--- src/rtl/expr_eval.sv ---
// ---------------------------------------------------------------------------
// expr_eval : evaluates "d(op d)*=" ASCII expressions, '*' binds tighter than '+'
// Revision  : 1.0
// ---------------------------------------------------------------------------
`default_nettype none

module expr_eval #(
  parameter int W = 16
) (
  input  logic         clk,
  input  logic         clr,
  input  logic [7:0]   in,
  input  logic         in_valid,
  output logic [W-1:0] result,
  output logic         done,
  output logic         err,
  output logic         busy
);

  typedef enum logic [1:0] {
    S_DIG = 2'd0,
    S_OP  = 2'd1,
    S_ERR = 2'd2
  } state_t;

  typedef enum logic {
    M_NEW = 1'b0,
    M_MUL = 1'b1
  } mode_t;

  state_t       state_q, state_d;
  mode_t        mode_q, mode_d;
  logic [W-1:0] sum_q, sum_d;
  logic [W-1:0] term_q, term_d;
  logic [W-1:0] result_q, result_d;
  logic         done_q, done_d;
  logic         err_q, err_d;
  logic         busy_q, busy_d;

  logic         is_dig, is_plus, is_star, is_eq;
  logic [W-1:0] dig_w;
  logic [W-1:0] prod_w;

  assign is_dig  = (in >= 8'h30) && (in <= 8'h39);
  assign is_plus = (in == 8'h2B);
  assign is_star = (in == 8'h2A);
  assign is_eq   = (in == 8'h3D);
  assign dig_w   = W'(in - 8'h30);
  assign prod_w  = term_q * dig_w;

  always_comb begin
    state_d  = state_q;
    mode_d   = mode_q;
    sum_d    = sum_q;
    term_d   = term_q;
    result_d = result_q;
    err_d    = err_q;
    busy_d   = busy_q;
    done_d   = 1'b0;
    if (in_valid) begin
      case (state_q)
        S_DIG: begin
          if (is_dig) begin
            term_d  = (mode_q == M_MUL) ? prod_w : dig_w;
            state_d = S_OP;
            busy_d  = 1'b1;
          end else if (is_eq) begin
            // A bare '=' while idle is ignored; after an operator it terminates with error.
            if (busy_q) begin
              result_d = '0;
              err_d    = 1'b1;
              done_d   = 1'b1;
              sum_d    = '0;
              term_d   = '0;
              mode_d   = M_NEW;
              busy_d   = 1'b0;
            end
          end else begin
            state_d = S_ERR;
            busy_d  = 1'b1;
          end
        end
        S_OP: begin
          if (is_plus) begin
            sum_d   = sum_q + term_q;
            mode_d  = M_NEW;
            state_d = S_DIG;
          end else if (is_star) begin
            mode_d  = M_MUL;
            state_d = S_DIG;
          end else if (is_eq) begin
            result_d = sum_q + term_q;
            err_d    = 1'b0;
            done_d   = 1'b1;
            sum_d    = '0;
            term_d   = '0;
            mode_d   = M_NEW;
            busy_d   = 1'b0;
            state_d  = S_DIG;
          end else begin
            state_d = S_ERR;
          end
        end
        S_ERR: begin
          if (is_eq) begin
            result_d = '0;
            err_d    = 1'b1;
            done_d   = 1'b1;
            sum_d    = '0;
            term_d   = '0;
            mode_d   = M_NEW;
            busy_d   = 1'b0;
            state_d  = S_DIG;
          end
        end
        default: state_d = S_DIG;
      endcase
    end
  end

  always_ff @(posedge clk or posedge clr) begin
    if (clr) begin
      state_q  <= S_DIG;
      mode_q   <= M_NEW;
      sum_q    <= '0;
      term_q   <= '0;
      result_q <= '0;
      done_q   <= 1'b0;
      err_q    <= 1'b0;
      busy_q   <= 1'b0;
    end else begin
      state_q  <= state_d;
      mode_q   <= mode_d;
      sum_q    <= sum_d;
      term_q   <= term_d;
      result_q <= result_d;
      done_q   <= done_d;
      err_q    <= err_d;
      busy_q   <= busy_d;
    end
  end

  assign result = result_q;
  assign done   = done_q;
  assign err    = err_q;
  assign busy   = busy_q;

endmodule

`default_nettype wire

--- config.mk ---
export PLATFORM = sky130hd
export DESIGN_NAME = expr_eval
export DESIGN_NICKNAME = d
export VERILOG_FILES = /design/src/rtl/expr_eval.sv
export SDC_FILE = /design/constraint.sdc
export NUM_CORES = 1
export LEC_CHECK = 0
export ABC_AREA = 1
export ABC_CLOCK_PERIOD_IN_PS = 5600
export BUFFER_PORTS_ARGS = -buffer_cell sky130_fd_sc_hd__buf_2
export CAP_MARGIN = 20
export CORE_ASPECT_RATIO = 0.9
export CORE_UTILIZATION = 35
export DETAILED_ROUTE_END_ITERATION = 10
export PLACE_DENSITY = 0.59
export SETUP_SLACK_MARGIN = 0.3
export SYNTH_ARGS = -nofsm -noshare
export SYNTH_HDL_FRONTEND = slang
export SYNTH_SLANG_ARGS = --single-unit
--- constraint.sdc ---
create_clock -name clk -period 5.6 [get_ports clk]
set_input_delay 1.12 -clock clk [delete_from_list [all_inputs] [get_ports clk]]
set_output_delay 1.12 -clock clk [all_outputs]
set_load 0.03 [all_outputs]
==> key figures, run 1 <==
Synth
  – Synth top area cells: fa_1, dfrtp_1, nand2_1
  – Post-synth net total: 1058
  – Synthesized netlist cell count: between 900 and 1000
  – Largest family of logic cells by synthesized area: adder cells
  – Largest area contributor in the netlist: fa_1
  – Register bit total from synthesis: 54
  – Share of the synthesized area in the top cell type: 0.204
  – Top_reg_cell synth: dfrtp_1
  – Syn_area_per_cell: around 7.3 µm²
  – Xor/xnor share of the synthesized area: 0.0258
  – Synth warnings: 0
  – Number of synthesized flops with an enable pin: 0
  – Mapped cell area: a little under 7000 µm²
  – Synth cell types: 42
  – Compound-cell area share of the yosys netlist: 0.110
  – Synth Area in Adders: 0.303
  – Register area share after synthesis: 0.199
  – Synth Area in Simple Gates: 0.228
  – Share of flip-flops with an asynchronous set or reset: 1.00
  – Multiplexer share of the synthesized area: 0

Global route
  – All-Layer GR Usage: 0.189
  – Largest net degree at the start of global routing: 55
  – Antenna violations before repair: 0
  – Gr ovfl total: 0
  – Vias in the first global route: 5798
  – First-pass GRT wire length: 29.5 mm

Final layout
  – Commonest non-fill, non-tap cell in the layout: nand2_1
  – Fin area: 7940 µm²
  – Post-Layout Cell Count: between 1000 and 1500
  – Fin util: 0.425
  – # nets final: 1128
  – N_diodes: 0
  – Area growth syn-to-layout: 17.2%
  – Fillcell total: 1904
  – Commonest non-fill, non-tap cells in the layout: nand2_1, inv_1, fa_1, buf_4, dfrtp_1
  – Layout cells sized above 1: 0.169

Place
  – Placed Cells: between 1000 and 1500
  – Post-DP Area: 7590 µm²
  – Dpl hpwl: between 10 and 15 mm
  – Port Buffers: 29
  – Gp weighted congestion: about 0.90

Worst setup path
  – Critical Path AT: 5.56 ns
  – Delay-heaviest family, CP: adder cells
  – CP endpoint kind: flip-flop
  – Slowest Stage Delay on Critical Path: just under 0.6 ns
  – Crit path max fanout: 4
  – WP data required: a little under 6 ns
  – Most Frequent Cell on Critical Path: fa_1
  – Setup CP Type: primary input to flip-flop
  – Slowest library cell on the worst path: fa_1
  – Critical path buffers and inverters: 5
  – Worst Setup Start Kind: primary input

STA
  – Worst Tran Pin Value: 0.773 ns
  – Period Utilization, post-route: 0.960
  – Final setup fails: 0
  – Max Slew Vio Count: 0
  – Setup TNS: 0 ns
  – Final hold viol count: 0
  – Final min period: 5.37 ns
  – RSZ-0062 raised after global routing: true
  – Fmax: 186 MHz
  – Slew headroom: 0.484
  – Layout Skew: 0.00443 ns

Clock network
  – TritonCTS clock tree: done
  – Worst-Skew Late Latency: 0.29 ns
  – Maximum root-to-sink buffer count: 2
  – # hold bufs at CTS: 0
  – Num CTS Buffers: 5
  – Root buffer cell: clkbuf_16
  – Clock slew at reported path FFs: 0.07 ns
  – Htree depth: 2
  – Clk sinks: 54

Power and ir drop
  – Pwr Density: 483 nW/µm²
  – Reg power frac: 0.161
  – Peak VDD IR: 0.196 mV
  – Net Sw Frac: 0.517
  – Clock share of power: 0.078
  – P_sw: 1.98 mW
  – Total internal power: 1.85 mW
  – Comb power frac: 0.761
  – Pleak: 4.13 nW

Floorplanning
  – Starting density of the core: 0.363
  – I/O Pins: 30
  – Die height: between 100 and 150 µm
  – Die area: 19900 µm²
  – Core Footprint: 18700 µm²
  – Die Wd: roughly 150 µm
  – Rows: 47

Drt
  – Iter 0 DRT Violations: 407
  – Avg WL per Cell: 14.5 µm
  – Routed vias/inst: 4.77
  – DRC Markers: 0
  – DRT antenna net count: 0
  – Vias: around 6000
  – Drt pass-1 iters: 5
  – Routed wire length: 18.0 mm

Job
  – Max-cap violations: 0

Hold path
  – Hold crit path type: flip-flop to flip-flop

Outcome
  – Status: finished, final reports clean
-- power by group through the flow --
stage / sequential [mW] / combinational [mW] / clock, mW
after CTS: 0.613 / 2.69 / 0.308
after global placement: 0.620 / 2.64 / 0
after global routing: 0.628 / 3.32 / 0.320
after floorplan: 0.560 / 1.86 / 0
final: 0.618 / 2.92 / 0.299
after detailed placement: 0.619 / 2.64 / 0
-- stage by stage --
step | setup WS [ns] | power, mW | hold slack [ns]
after floorplan | 0.143 | 2.42 | 0.485
after global placement | -0.191 | 3.26 | 0.457
after detailed placement | -0.215 | 3.26 | 0.466
after CTS | 0.243 | 3.62 | 0.483
after global routing | 0.0448 | 4.27 | 0.505
final | 0.225 | 3.84 | 0.478
-- worst register-to-register path, cell delays in order (launching register included) --
cell	delay [ns]
dfrtp_1	0.60
nand2_4	0.08
fa_1	0.55
inv_1	0.06
fa_1	0.53
inv_1	0.05
fa_1	0.52
inv_1	0.05
fa_1	0.48
inv_1	0.05
fa_1	0.49
inv_2	0.05
ha_4	0.24
a21oi_2	0.14
nand2_1	0.08
nand2_2	0.07
nand2_2	0.05
a21oi_2	0.15
nor2_1	0.07
nor2_1	0.13
xor2_1	0.17
nand2_1	0.06
nand2_1	0.07
nand2_1	0.05
-- state kept, by name, summed over array words and instances (netlist names) --
register / count
sum_q: 16
term_q: 16
result: 16
err: 1
done: 1
mode_q: 1
state_q: 2
busy: 1
-- kinds of logic after synthesis --
| family | Yosys count |
|---|---|
| compound gates | 127 |
| xor+xnor | 20 |
| fa+ha+maj | 123 |
| buf+inv | 231 |
| flops | 54 |
| simple gates | 369 |
-- synthesized netlist by cell type, types with 4 or more instances --
cell and number:
a21oi_1 38, buf_2 4, clkbuf_1 14, dfrtp_1 54, fa_1 69, ha_1 54, inv_1 201, inv_2 4
nand2_1 242, nand3_1 36, nor2_1 62, nor2_4 4, nor3_1 9, o211ai_1 10, o21ai_0 43, o21ai_2 11
o22ai_1 6, o31ai_1 4, xnor2_1 5, xor2_1 15
-- repair_timing --
action                                  in CTS  in global routing
resized for setup                           15                 29
pin swaps                                   19                 20
endpoints found under the setup margin       6                  8
setup buffers                                3                  2
-- per-layer routing --
layer  GRT usage  routed length [µm]
met1       0.276                8730
met2       0.293                7940
met5           0                   0
met3      0.0238                 843
met4      0.0521                 444
-- worst paths after layout --
check / start / endpoint / slack, ns / depth (start not counted)
hold reg to reg: result[6] / result[6] / 0.48 / 2
hold / removal: result[6] / result[6] / 0.48 / 2
max in group asynchronous: clr / state_q[1] / 4.11 / 3
min in group asynchronous: clr / result[0] / 1.01 / 3
setup reg to reg: term_q[7] / term_q[13] / 0.72 / 23
setup / recovery: in[4] / term_q[13] / 0.23 / 26
-- area by class of cell --
cell class | instances | area [µm²] | share of cell area
sequential | 54 | 1350 | 0.170
inverter | 207 | 797 | 0.100
multi-input combinational | 639 | 4750 | 0.598
timing repair buffer | 87 | 603 | 0.0759
clock buffer | 7 | 133 | 0.0167
tap | 245 | 307 | 0.0386
Power figures use the tool's default switching activity.
==> run 2: changes to the inputs <==
--- a/config.mk
+++ b/config.mk
@@ -9,9 +9,10 @@
 export ABC_CLOCK_PERIOD_IN_PS = 5600
 export BUFFER_PORTS_ARGS = -buffer_cell sky130_fd_sc_hd__buf_2
 export CAP_MARGIN = 20
-export CORE_ASPECT_RATIO = 0.9
+export CORE_ASPECT_RATIO = 1.5
 export CORE_UTILIZATION = 35
 export DETAILED_ROUTE_END_ITERATION = 10
+export GPL_ROUTABILITY_DRIVEN = 0
 export PLACE_DENSITY = 0.59
 export SETUP_SLACK_MARGIN = 0.3
 export SYNTH_ARGS = -nofsm -noshare
==> run 2 against run 1 <==
Compared with the run above:
- setup slack lost 0.091 ns
- sequential power shrank 2%
- clock skew is essentially flat
- fmax shrank 1.7%
- register-to-register slack gained 0.03 ns
- cell count grew 2.1%
- clock power grew 13%
- combinational power grew 8.6%
- non-clock buffer count grew 14
- sequential share of layout area shrank 0.48 points
- count of clock-buffer cells in the layout shrank 1
- critical path type unchanged
- critical endpoint is now term_q[15]
- highest routed layer unchanged
==> key figures, run 2 (same netlist as run 1, synthesis figures left out) <==
Worst setup path
  – Setup CP Type: primary input to flip-flop
  – Slowest library cell on the worst path: fa_1
  – Critical Path AT: 5.66 ns
  – Reg2reg end: term_q[13]
  – WP data required: 5.79 ns
  – Crit path max fanout: 8
  – Critical path buffers and inverters: 8
  – Reg2Reg Launch Point: term_q[5]
  – Flop-to-flop setup slack: 0.75 ns
  – Worst r2r path cells: 21
  – Worst Setup Start Kind: primary input
  – Slowest Stage Delay on Critical Path: 0.54 ns
  – CP endpoint kind: flip-flop
  – Delay-heaviest family, CP: adder cells

Global route
  – Antenna violations before repair: 0
  – Gr ovfl total: 0
  – All-Layer GR Usage: 0.203
  – Vias in the first global route: 6244
  – First-pass GRT wire length: slightly above 30 mm
  – Largest net degree at the start of global routing: 55

Clock network
  – Num CTS Buffers: 5
  – Clk sinks: 54
  – Root buffer cell: clkbuf_16
  – Clock slew at reported path FFs: 0.08 ns
  – Maximum root-to-sink buffer count: 2
  – # hold bufs at CTS: 0
  – Htree depth: 2
  – Worst-Skew Late Latency: 0.30 ns
  – TritonCTS clock tree: done

Final layout
  – Fin area: a little over 8000 µm²
  – Area growth syn-to-layout: 20.6%
  – Commonest non-fill, non-tap cell in the layout: nand2_1
  – # nets final: around 1100
  – Commonest non-fill, non-tap cells in the layout: nand2_1, inv_1, buf_4, fa_1, nor2_1
  – Post-Layout Cell Count: 1265
  – Fin util: 0.428
  – N_diodes: 0
  – Layout cells sized above 1: 0.192

STA
  – Worst Tran Pin Value: 0.860 ns
  – Setup TNS: 0 ns
  – Max Slew Vio Count: 0
  – Layout Skew: ~0.0046 ns
  – Final worst setup slack: 0.134 ns
  – Fmax: 183 MHz
  – Period Utilization, post-route: 0.976
  – Slew headroom: 0.427
  – Final min period: between 5 and 6 ns
  – Final setup fails: 0
  – RSZ-0062 raised after global routing: true
  – Worst hold slack: 0.477 ns
  – Final hold viol count: 0

Hold path
  – Hold crit path type: flip-flop to flip-flop
  – Worst Hold Depth: 2
  – Min-delay src: result[7]
  – Worst hold path endpoint: result[7]

Power and ir drop
  – Pwr Density: about 500 nW/µm²
  – Peak VDD IR: 0.245 mV
  – Pleak: 4.22 nW
  – Total power: 4.12 mW

Drt
  – Vias: 6074
  – Avg WL per Cell: approximately 15 µm
  – Routed wire length: 18.8 mm
  – DRC Markers: 0
  – DRT antenna net count: 0
  – Routed vias/inst: 4.80
  – Drt pass-1 iters: 5
  – Iter 0 DRT Violations: 374

Floorplanning
  – Starting density of the core: 0.355
  – Die area: roughly 20000 µm²
  – Die height: 172 µm
  – Die Wd: 116 µm
  – I/O Pins: 30
  – Core Footprint: ~19000 µm²
  – Rows: 62

Place
  – Dpl hpwl: ~16 mm
  – Post-DP Area: around 7700 µm²
  – Setup WS pre-CTS: -0.387 ns
  – Port Buffers: 29
  – Placed Cells: 1244

Outcome
  – Status: finished, final reports clean

Job
  – Max-cap violations: 0
[run 2: timing repair]
item | 4_1_cts | 5_1_grt
setup endpoints to repair | 7 | 9
hold endpoints to repair | 0 | 0
gates resized for setup | 25 | 30
pin swaps | 20 | 26
buffers inserted | 11 | 2
[run 2: layout make-up]
class | instances | area (µm²)
clock buffers | 6 | 139
clock inverters | 2 | 16.3
fillers | 1988 | 10900
inverters | 207 | 790
multi-input cells | 639 | 4820
flip-flops and latches | 54 | 1350
well taps | 256 | 320
repair buffers | 101 | 739
[run 2: power by group]
part,switching (mW),internal [mW]
clock,0.156,0.180
sequential,0.148,0.460
combinational,1.84,1.33
total,2.15,1.97
[run 2: worst register-to-register path, stage by stage (launching register included)]
cell and delay [ns]:
dfrtp_1 0.62, nand2_1 0.15, fa_1 0.55, inv_1 0.05, fa_1 0.51, inv_1 0.06
fa_1 0.50, fa_1 0.46, fa_1 0.56, inv_2 0.05, ha_4 0.24, a21oi_4 0.12
nand2_1 0.08, nand2_2 0.08, nand2_2 0.05, a21oi_2 0.16, nor2_1 0.06, nor2_1 0.12
xor2_1 0.15, nand2_1 0.06, nand2_1 0.07, nand2_1 0.04
[run 2: layer usage]
| metal | share of wire | up-vias | track usage |
|---|---|---|---|
| met4 | 0.047 | 0 | 0.108 |
| li1 | - | 3001 | - |
| met1 | 0.39 | 2898 | 0.229 |
| met2 | 0.53 | 139 | 0.377 |
| met5 | 0 | - | 0 |
| met3 | 0.033 | 36 | 0.0158 |
[run 2: worst max path at each step]
stage,from,endpoint,cells after the start
after detailed placement,in[4],term_q[13],26
after global routing,in[4],term_q[13],26
after floorplan,in[4],term_q[13],25
final,in[4],term_q[15],26
after global placement,in[4],term_q[13],26
after CTS,in[4],term_q[13],26
